`src/rtl/lut_cfg_loader_if.sv`:
```
// Bus between the configuration port and the LUT loader; the loader owns the master side.
// Start/serial inputs flow in, slot contents and program strobes flow out.
interface lut_cfg_loader_if #(
  parameter int NUM_LP = 8
);
  logic                     start;
  logic                     cfg_bit;
  logic                     cfg_valid;
  logic [16*NUM_LP-1:0]     look_up_t;
  logic [NUM_LP-1:0]        switch;
  logic                     prgm_b;
  logic                     CLB_prgm_b;
  logic                     busy;
  logic                     done;
  logic                     err;

  modport master (
    input  start, cfg_bit, cfg_valid,
    output look_up_t, switch, prgm_b, CLB_prgm_b, busy, done, err
  );

  modport slave (
    output start, cfg_bit, cfg_valid,
    input  look_up_t, switch, prgm_b, CLB_prgm_b, busy, done, err
  );
endinterface

```
`src/rtl/lut_cfg_loader.sv`:
```
// Serial LUT/switch config writer: sync, frame count, then 17-bit frames (18 with CFG_PARITY_EN).
// Slot visible one cycle after its last bit; cfg_valid gaps simply stall, start ignored while busy.
module lut_cfg_loader #(
  parameter int         NUM_LP    = 8,
  parameter logic [7:0] SYNC_WORD = 8'hA5
) (
  input  logic              clk,
  input  logic              reset,
  lut_cfg_loader_if.master  bus
);

`ifdef CFG_PARITY_EN
  localparam int FRAME_BITS = 18;
`else
  localparam int FRAME_BITS = 17;
`endif
  localparam logic [4:0] LAST_BIT = 5'(FRAME_BITS - 1);
  localparam logic [7:0] MAX_N    = 8'(NUM_LP);

  typedef enum logic [1:0] {IDLE, SYNC, COUNT, LOAD} state_t;

  state_t                  state;
  logic [7:0]              window;
  logic [4:0]              bit_cnt;
  logic [7:0]              idx;
  logic [7:0]              n_frames;
  logic [FRAME_BITS-2:0]   frame_sr;
  logic [16*NUM_LP-1:0]    lut_q;
  logic [NUM_LP-1:0]       sw_q;
  logic                    prgm_b_q;
  logic                    clb_prgm_b_q;
  logic                    busy_q;
  logic                    done_q;
  logic                    err_q;

  logic [7:0]              window_nxt;
  logic [FRAME_BITS-1:0]   frame_word;
  logic [15:0]             frame_lut;
  logic                    frame_sw;
  logic                    parity_ok;
  logic                    sync_hit;
  logic                    last_frame;
  logic                    bad_count;

  assign window_nxt = {window[6:0], bus.cfg_bit};
  assign frame_word = {frame_sr, bus.cfg_bit};
  assign frame_lut  = frame_word[FRAME_BITS-1 -: 16];
  assign frame_sw   = frame_word[FRAME_BITS-17];
`ifdef CFG_PARITY_EN
  assign parity_ok  = ~^frame_word;
`else
  assign parity_ok  = 1'b1;
`endif
  // A match needs a full window of real bits, so a zero-reset window never fakes a sync.
  assign sync_hit   = (bit_cnt >= 5'd7) && (window_nxt == SYNC_WORD);
  assign last_frame = (idx == n_frames - 8'd1);
  assign bad_count  = (window_nxt == 8'd0) || (window_nxt > MAX_N);

  always_ff @(posedge clk or negedge reset) begin
    if (!reset) begin
      state        <= IDLE;
      window       <= '0;
      bit_cnt      <= '0;
      idx          <= '0;
      n_frames     <= '0;
      frame_sr     <= '0;
      lut_q        <= '0;
      sw_q         <= '0;
      prgm_b_q     <= 1'b1;
      clb_prgm_b_q <= 1'b1;
      busy_q       <= 1'b0;
      done_q       <= 1'b0;
      err_q        <= 1'b0;
    end else begin
      clb_prgm_b_q <= 1'b1;
      case (state)
        IDLE: begin
          if (bus.start) begin
            done_q   <= 1'b0;
            err_q    <= 1'b0;
            window   <= '0;
            frame_sr <= '0;
            bit_cnt  <= '0;
            idx      <= '0;
            busy_q   <= 1'b1;
            state    <= SYNC;
          end
        end
        SYNC: begin
          if (bus.cfg_valid) begin
            window <= window_nxt;
            if (sync_hit) begin
              bit_cnt <= '0;
              state   <= COUNT;
            end else if (bit_cnt != 5'd8) begin
              bit_cnt <= bit_cnt + 5'd1;
            end
          end
        end
        COUNT: begin
          if (bus.cfg_valid) begin
            window <= window_nxt;
            if (bit_cnt == 5'd7) begin
              bit_cnt <= '0;
              if (bad_count) begin
                err_q  <= 1'b1;
                busy_q <= 1'b0;
                state  <= IDLE;
              end else begin
                n_frames <= window_nxt;
                prgm_b_q <= 1'b0;
                state    <= LOAD;
              end
            end else begin
              bit_cnt <= bit_cnt + 5'd1;
            end
          end
        end
        LOAD: begin
          if (bus.cfg_valid) begin
            if (bit_cnt == LAST_BIT) begin
              bit_cnt  <= '0;
              frame_sr <= '0;
              if (parity_ok) begin
                for (int k = 0; k < NUM_LP; k++) begin
                  if (idx == 8'(k)) begin
                    lut_q[16*k +: 16] <= frame_lut;
                    sw_q[k]           <= frame_sw;
                  end
                end
                clb_prgm_b_q <= 1'b0;
                idx          <= idx + 8'd1;
                if (last_frame) begin
                  done_q   <= 1'b1;
                  busy_q   <= 1'b0;
                  prgm_b_q <= 1'b1;
                  state    <= IDLE;
                end
              end else begin
                // Bad frame is dropped; slots already committed stay valid.
                err_q    <= 1'b1;
                busy_q   <= 1'b0;
                prgm_b_q <= 1'b1;
                state    <= IDLE;
              end
            end else begin
              frame_sr <= frame_word[FRAME_BITS-2:0];
              bit_cnt  <= bit_cnt + 5'd1;
            end
          end
        end
        default: state <= IDLE;
      endcase
    end
  end

  assign bus.look_up_t  = lut_q;
  assign bus.switch     = sw_q;
  assign bus.prgm_b     = prgm_b_q;
  assign bus.CLB_prgm_b = clb_prgm_b_q;
  assign bus.busy       = busy_q;
  assign bus.done       = done_q;
  assign bus.err        = err_q;

endmodule

```
`src/flat_wrapper.sv`:
```
// flat-port wrapper written by rule: the top's interface ports become plain ports
module lut_cfg_loader_flat 
#(
  parameter int         NUM_LP    = 8,
  parameter logic [7:0] SYNC_WORD = 8'hA5
)
  (clk, reset, bus_start, bus_cfg_bit, bus_cfg_valid, bus_look_up_t, bus_switch, bus_prgm_b, bus_CLB_prgm_b, bus_busy, bus_done, bus_err);
  lut_cfg_loader_if #(.NUM_LP(NUM_LP)) bus_i ();
  input  logic clk;
  input  logic reset;
  input wire logic [$bits(bus_i.start)-1:0] bus_start;
  input wire logic [$bits(bus_i.cfg_bit)-1:0] bus_cfg_bit;
  input wire logic [$bits(bus_i.cfg_valid)-1:0] bus_cfg_valid;
  output wire logic [$bits(bus_i.look_up_t)-1:0] bus_look_up_t;
  output wire logic [$bits(bus_i.switch)-1:0] bus_switch;
  output wire logic [$bits(bus_i.prgm_b)-1:0] bus_prgm_b;
  output wire logic [$bits(bus_i.CLB_prgm_b)-1:0] bus_CLB_prgm_b;
  output wire logic [$bits(bus_i.busy)-1:0] bus_busy;
  output wire logic [$bits(bus_i.done)-1:0] bus_done;
  output wire logic [$bits(bus_i.err)-1:0] bus_err;
  assign bus_i.start = bus_start;
  assign bus_i.cfg_bit = bus_cfg_bit;
  assign bus_i.cfg_valid = bus_cfg_valid;
  assign bus_look_up_t = bus_i.look_up_t;
  assign bus_switch = bus_i.switch;
  assign bus_prgm_b = bus_i.prgm_b;
  assign bus_CLB_prgm_b = bus_i.CLB_prgm_b;
  assign bus_busy = bus_i.busy;
  assign bus_done = bus_i.done;
  assign bus_err = bus_i.err;
  lut_cfg_loader #(.NUM_LP(NUM_LP), .SYNC_WORD(SYNC_WORD)) u_core (.clk(clk), .reset(reset), .bus(bus_i));
endmodule
```
`config.mk`:
```
export PLATFORM = sky130hd
export DESIGN_NAME = lut_cfg_loader_flat
export DESIGN_NICKNAME = d
export VERILOG_FILES = /design/src/rtl/lut_cfg_loader_if.sv /design/src/rtl/lut_cfg_loader.sv /design/src/flat_wrapper.sv
export SDC_FILE = /design/constraint.sdc
export NUM_CORES = 1
export LEC_CHECK = 0
export ABC_CLOCK_PERIOD_IN_PS = 2600
export BUFFER_PORTS_ARGS = -buffer_cell sky130_fd_sc_hd__buf_2
export CORE_MARGIN = 2
export CORE_UTILIZATION = 42
export CTS_CLUSTER_SIZE = 28
export DETAILED_ROUTE_END_ITERATION = 8
export PLACE_DENSITY = 0.6
export SETUP_SLACK_MARGIN = 0.1
export SLEW_MARGIN = 20
export SYNTH_ARGS = -nofsm -noshare
export SYNTH_HDL_FRONTEND = slang
export SYNTH_SLANG_ARGS = --single-unit
```
`constraint.sdc`:
```
create_clock -name clk -period 2.6 [get_ports clk]
set_clock_uncertainty 0.2 [all_clocks]
set_input_delay 0.52 -clock clk [delete_from_list [all_inputs] [get_ports clk]]
set_output_delay 0.52 -clock clk [all_outputs]
set_load 0.01 [all_outputs]
```
==> summary.txt <==
STA
  – Minimum clock period: 2.371 ns
  – Setup violations, final: 0
  – Max Slew Vio Count: 0
  – Slew HR: roughly two thirds
  – Unrepaired setup endpoints after global routing: no
  – Final WS setup: 0.2293 ns
  – Fin Setup TNS: 0 ns
  – Crit share post-route: between 90% and 100%
  – Final Hold Vio Count: 0
  – Fmax: around 420 MHz
  – Pin slew with the least headroom to its limit: around 0.48 ns

Yosys
  – Synthesized area per cell: around 13 um^2
  – Cells after Synth: 584
  – XOR/XNOR Fraction of Synth Area: under 10%
  – Mapped Area: 7817 um^2
  – Simple-gate portion of the synthesized area: 7.618%
  – Syn. warnings: 0
  – Synth Area in Compound Gates: roughly 5.4%
  – Yosys reg bits: between 150 and 200
  – Syn nets: roughly 600
  – Combinational family with the most area after synthesis: multiplexers
  – Synth Area in Adders: slightly below 2%
  – Distinct cells, synth: 48
  – Mux contribution to synthesized area: between 20% and 30%
  – Sequential area share after synthesis: about three fifths

Layout
  – Nets: between 700 and 800
  – Finished Layout Cells: 983
  – Area Growth Syn to Fin: 23.48%
  – Most common cell after layout, fill and taps aside: dfrtp_1
  – Layout cell share with drive strength beyond 1: between 40% and 50%
  – Inserted Diodes: 0
  – Filler cells: roughly 1600
  – Most frequent cells in the layout: 185 x dfrtp_1, 144 x buf_2, 133 x mux2_2

Clock network
  – Total CTS buffers: 17
  – Clock tree sinks: around 190
  – Clock Path Buffers: 2
  – Clock Latency Late Sink: 0.42 ns
  – Clock slew at reported path FFs: about 0.070 ns
  – H-tree level count: 4
  – CTS tree: done
  – Clock root buffer: clkbuf_16

Worst setup path
  – Critical path type: register to register
  – R2R depth: 9
  – Crit. End Element: register
  – Worst setup startpoint: u_core.n_frames[1]
  – WP data required: around 2.8 ns
  – Startpoint Class: register
  – Reg2reg start: u_core.n_frames[1]
  – Worst-path maximum fanout: 3
  – CP arrival: 2.52 ns

Placement
  – Port buffer count: around 150
  – Dpl cells: ~950
  – Routability cong.: between 0.8 and 0.9
  – Post-DP HPWL: ~13 mm
  – Worst slack, placed: ~0.11 ns

Power and ir drop
  – Total chip power: a little under 7000 uW
  – Seq pwr share: ~45%
  – LEAKAGE: between 0.005 and 0.006 uW
  – Power per standard cell area: slightly above 700 nW/um^2
  – Net Switching: 1968 uW
  – Cell-internal power: approximately 5000 uW
  – Maximum VDD drop: ~470 uV
  – Gate power share: about 16%
  – Clock share of power: 39.1%
  – Switch share: around 28%

Global routing
  – Largest net degree at the start of global routing: 48
  – Vias in the first global route: between 5000 and 6000
  – Initial antenna violation count: 0
  – First-pass GRT wire length: around 30 mm
  – Overflow after GRT: 0
  – GR Util All Layers: roughly a fifth

Die
  – Core Area: approximately 18000 um^2
  – Initial core utilization: between 40% and 50%
  – Die H: between 100 and 150 um
  – Die width: approximately 140 um
  – Site row count: slightly below 50
  – Die area: about 20000 um^2
  – I/O Pins: 146

Drt
  – Vias per cell: 5.253
  – DRT iter0 DRCs: 220
  – WL final: between 15 and 20 mm
  – DR vias: 5164
  – Drt pass-1 iters: 4
  – Post-DRT Antenna Nets: 0
  – Remaining DRCs: 0
  – Routed wire per std cell: 18.41 um

Min path
  – HP Class: primary input to register
  – Hold path startpoint: bus_start
  – Hold path depth: 4

Flow run
  – Max-cap violations: 0

Outcome
  – Status: finished clean
## power groups by stage
stage / combinational, uW / sequential (uW) / clock, uW
floorplan: 701 / 3110 / 0
global placement: 1070 / 3150 / 0
detailed placement: 1090 / 3160 / 0
CTS: 1100 / 3110 / 2770
global route: 1260 / 3120 / 2900
finish: 1130 / 3100 / 2720
## through the flow
stage | util [%] | hold slack, ns | instance area, um^2
2_1_floorplan | - | 0.02441 | 7818
3_3_place_gp | 49.51 | 0.2663 | 8954
3_5_place_dp | 49.51 | 0.2691 | 8954
4_1_cts | 53.00 | 0.2486 | 9585
5_1_grt | 53.37 | 0.2933 | 9653
6_report | 53.37 | 0.2690 | 9653
## kinds of logic after synthesis
logic type                 after synthesis
muxes                                  141
and+or+nand+nor                        114
AOI/OAI and AO/OA                       60
DFF                                    187
xor gates and xnor gates                15
buffers and inverters                   55
adders and majority gates               12
## what timing repair did
item	4_1_cts	5_1_grt
endpoints found under the setup margin	0	138
resized for setup	0	7
hold buffers	1	0
hold endpoints to repair	42	0
setup buffers	0	6
## critical path, cell delays in order, from the launching register on
cell,delay [ns]
dfrtp_1,0.37
inv_1,0.07
ha_1,0.29
xor2_1,0.15
nand4_1,0.13
a21oi_2,0.14
o311ai_2,0.13
or3_4,0.42
a211oi_2,0.24
a2bb2oi_1,0.16
## metal layers
layer / part of all wire, % / wire length, um / GRT usage [%]
met1: 48 / 8609 / 26.47
met3: 5.0 / 904 / 4.991
met5: 0 / 0 / 0
met4: 1.3 / 227 / 5.795
met2: 46 / 8356 / 30.19
## final timing paths
path | to | slack (ns)
setup reg to reg | u_core.state[1] | 0.23
setup / recovery | u_core.state[1] | 0.23
hold / removal | u_core.bus.done | 0.27
min in group asynchronous | u_core.bus.look_up_t[106] | 0.42
max in group asynchronous | u_core.bus.CLB_prgm_b | 1.06
hold reg to reg | u_core.bus.look_up_t[127] | 0.28
## cells in the mapped netlist, drive strengths merged
library cell / instances / area (um^2)
a311oi: 1 / 8.760
o221ai: 1 / 8.760
and4bb: 1 / 12.51
mux2i: 3 / 30.03
a2bb2oi: 1 / 8.760
xor2: 11 / 96.34
nand3: 14 / 70.07
nor4bb: 1 / 10.01
o31ai: 1 / 7.510
dfstp: 2 / 52.55
clkbuf: 6 / 22.52
a21oi: 10 / 57.56
mux2: 138 / 1554
nand2b: 3 / 18.77
a31oi: 1 / 6.260
nor3b: 2 / 15.01
o21ai: 18 / 90.09
inv: 14 / 52.55
and4: 1 / 8.760
xnor2: 4 / 35.03
nand2: 23 / 86.33
o211ai: 1 / 7.510
nor3: 9 / 45.04
buf: 35 / 175.2
a41o: 1 / 10.01
a41oi: 1 / 8.760
a211oi: 1 / 12.51
dfrtp: 185 / 4629
o311ai: 1 / 8.760
a22o: 18 / 157.7
and3: 11 / 68.82
nor2b: 12 / 75.07
a211o: 1 / 8.760
nor2: 24 / 92.59
nand4: 4 / 25.02
nor4b: 1 / 8.760
a21o: 3 / 22.52
and2: 3 / 18.77
nand3b: 3 / 22.52
or3: 2 / 17.52
ha: 12 / 150.1
## registers in the layout, summed over array words and instances, names as in the netlist, 2 cells and up
register              count
u_core.bus.look_up_t    128
u_core.frame_lut         16
u_core.bus.switch         8
u_core.idx                8
u_core.n_frames           8
u_core.window             7
u_core.bit_cnt            5
u_core.state              2
## area by class of cell
type                            count  area (um^2)  share of cell area [%]
Sequential cell                   187         4682                   48.50
Multi-Input combinational cell    342         2905                   30.10
Timing Repair Buffer              180         1105                   11.45
Clock buffer                       18        439.2                   4.550
Tap cell                          229        286.5                   2.968
Clock inverter                     13        182.7                   1.892
Inverter                           14        52.55                  0.5444
Power figures use the tool's default switching activity.
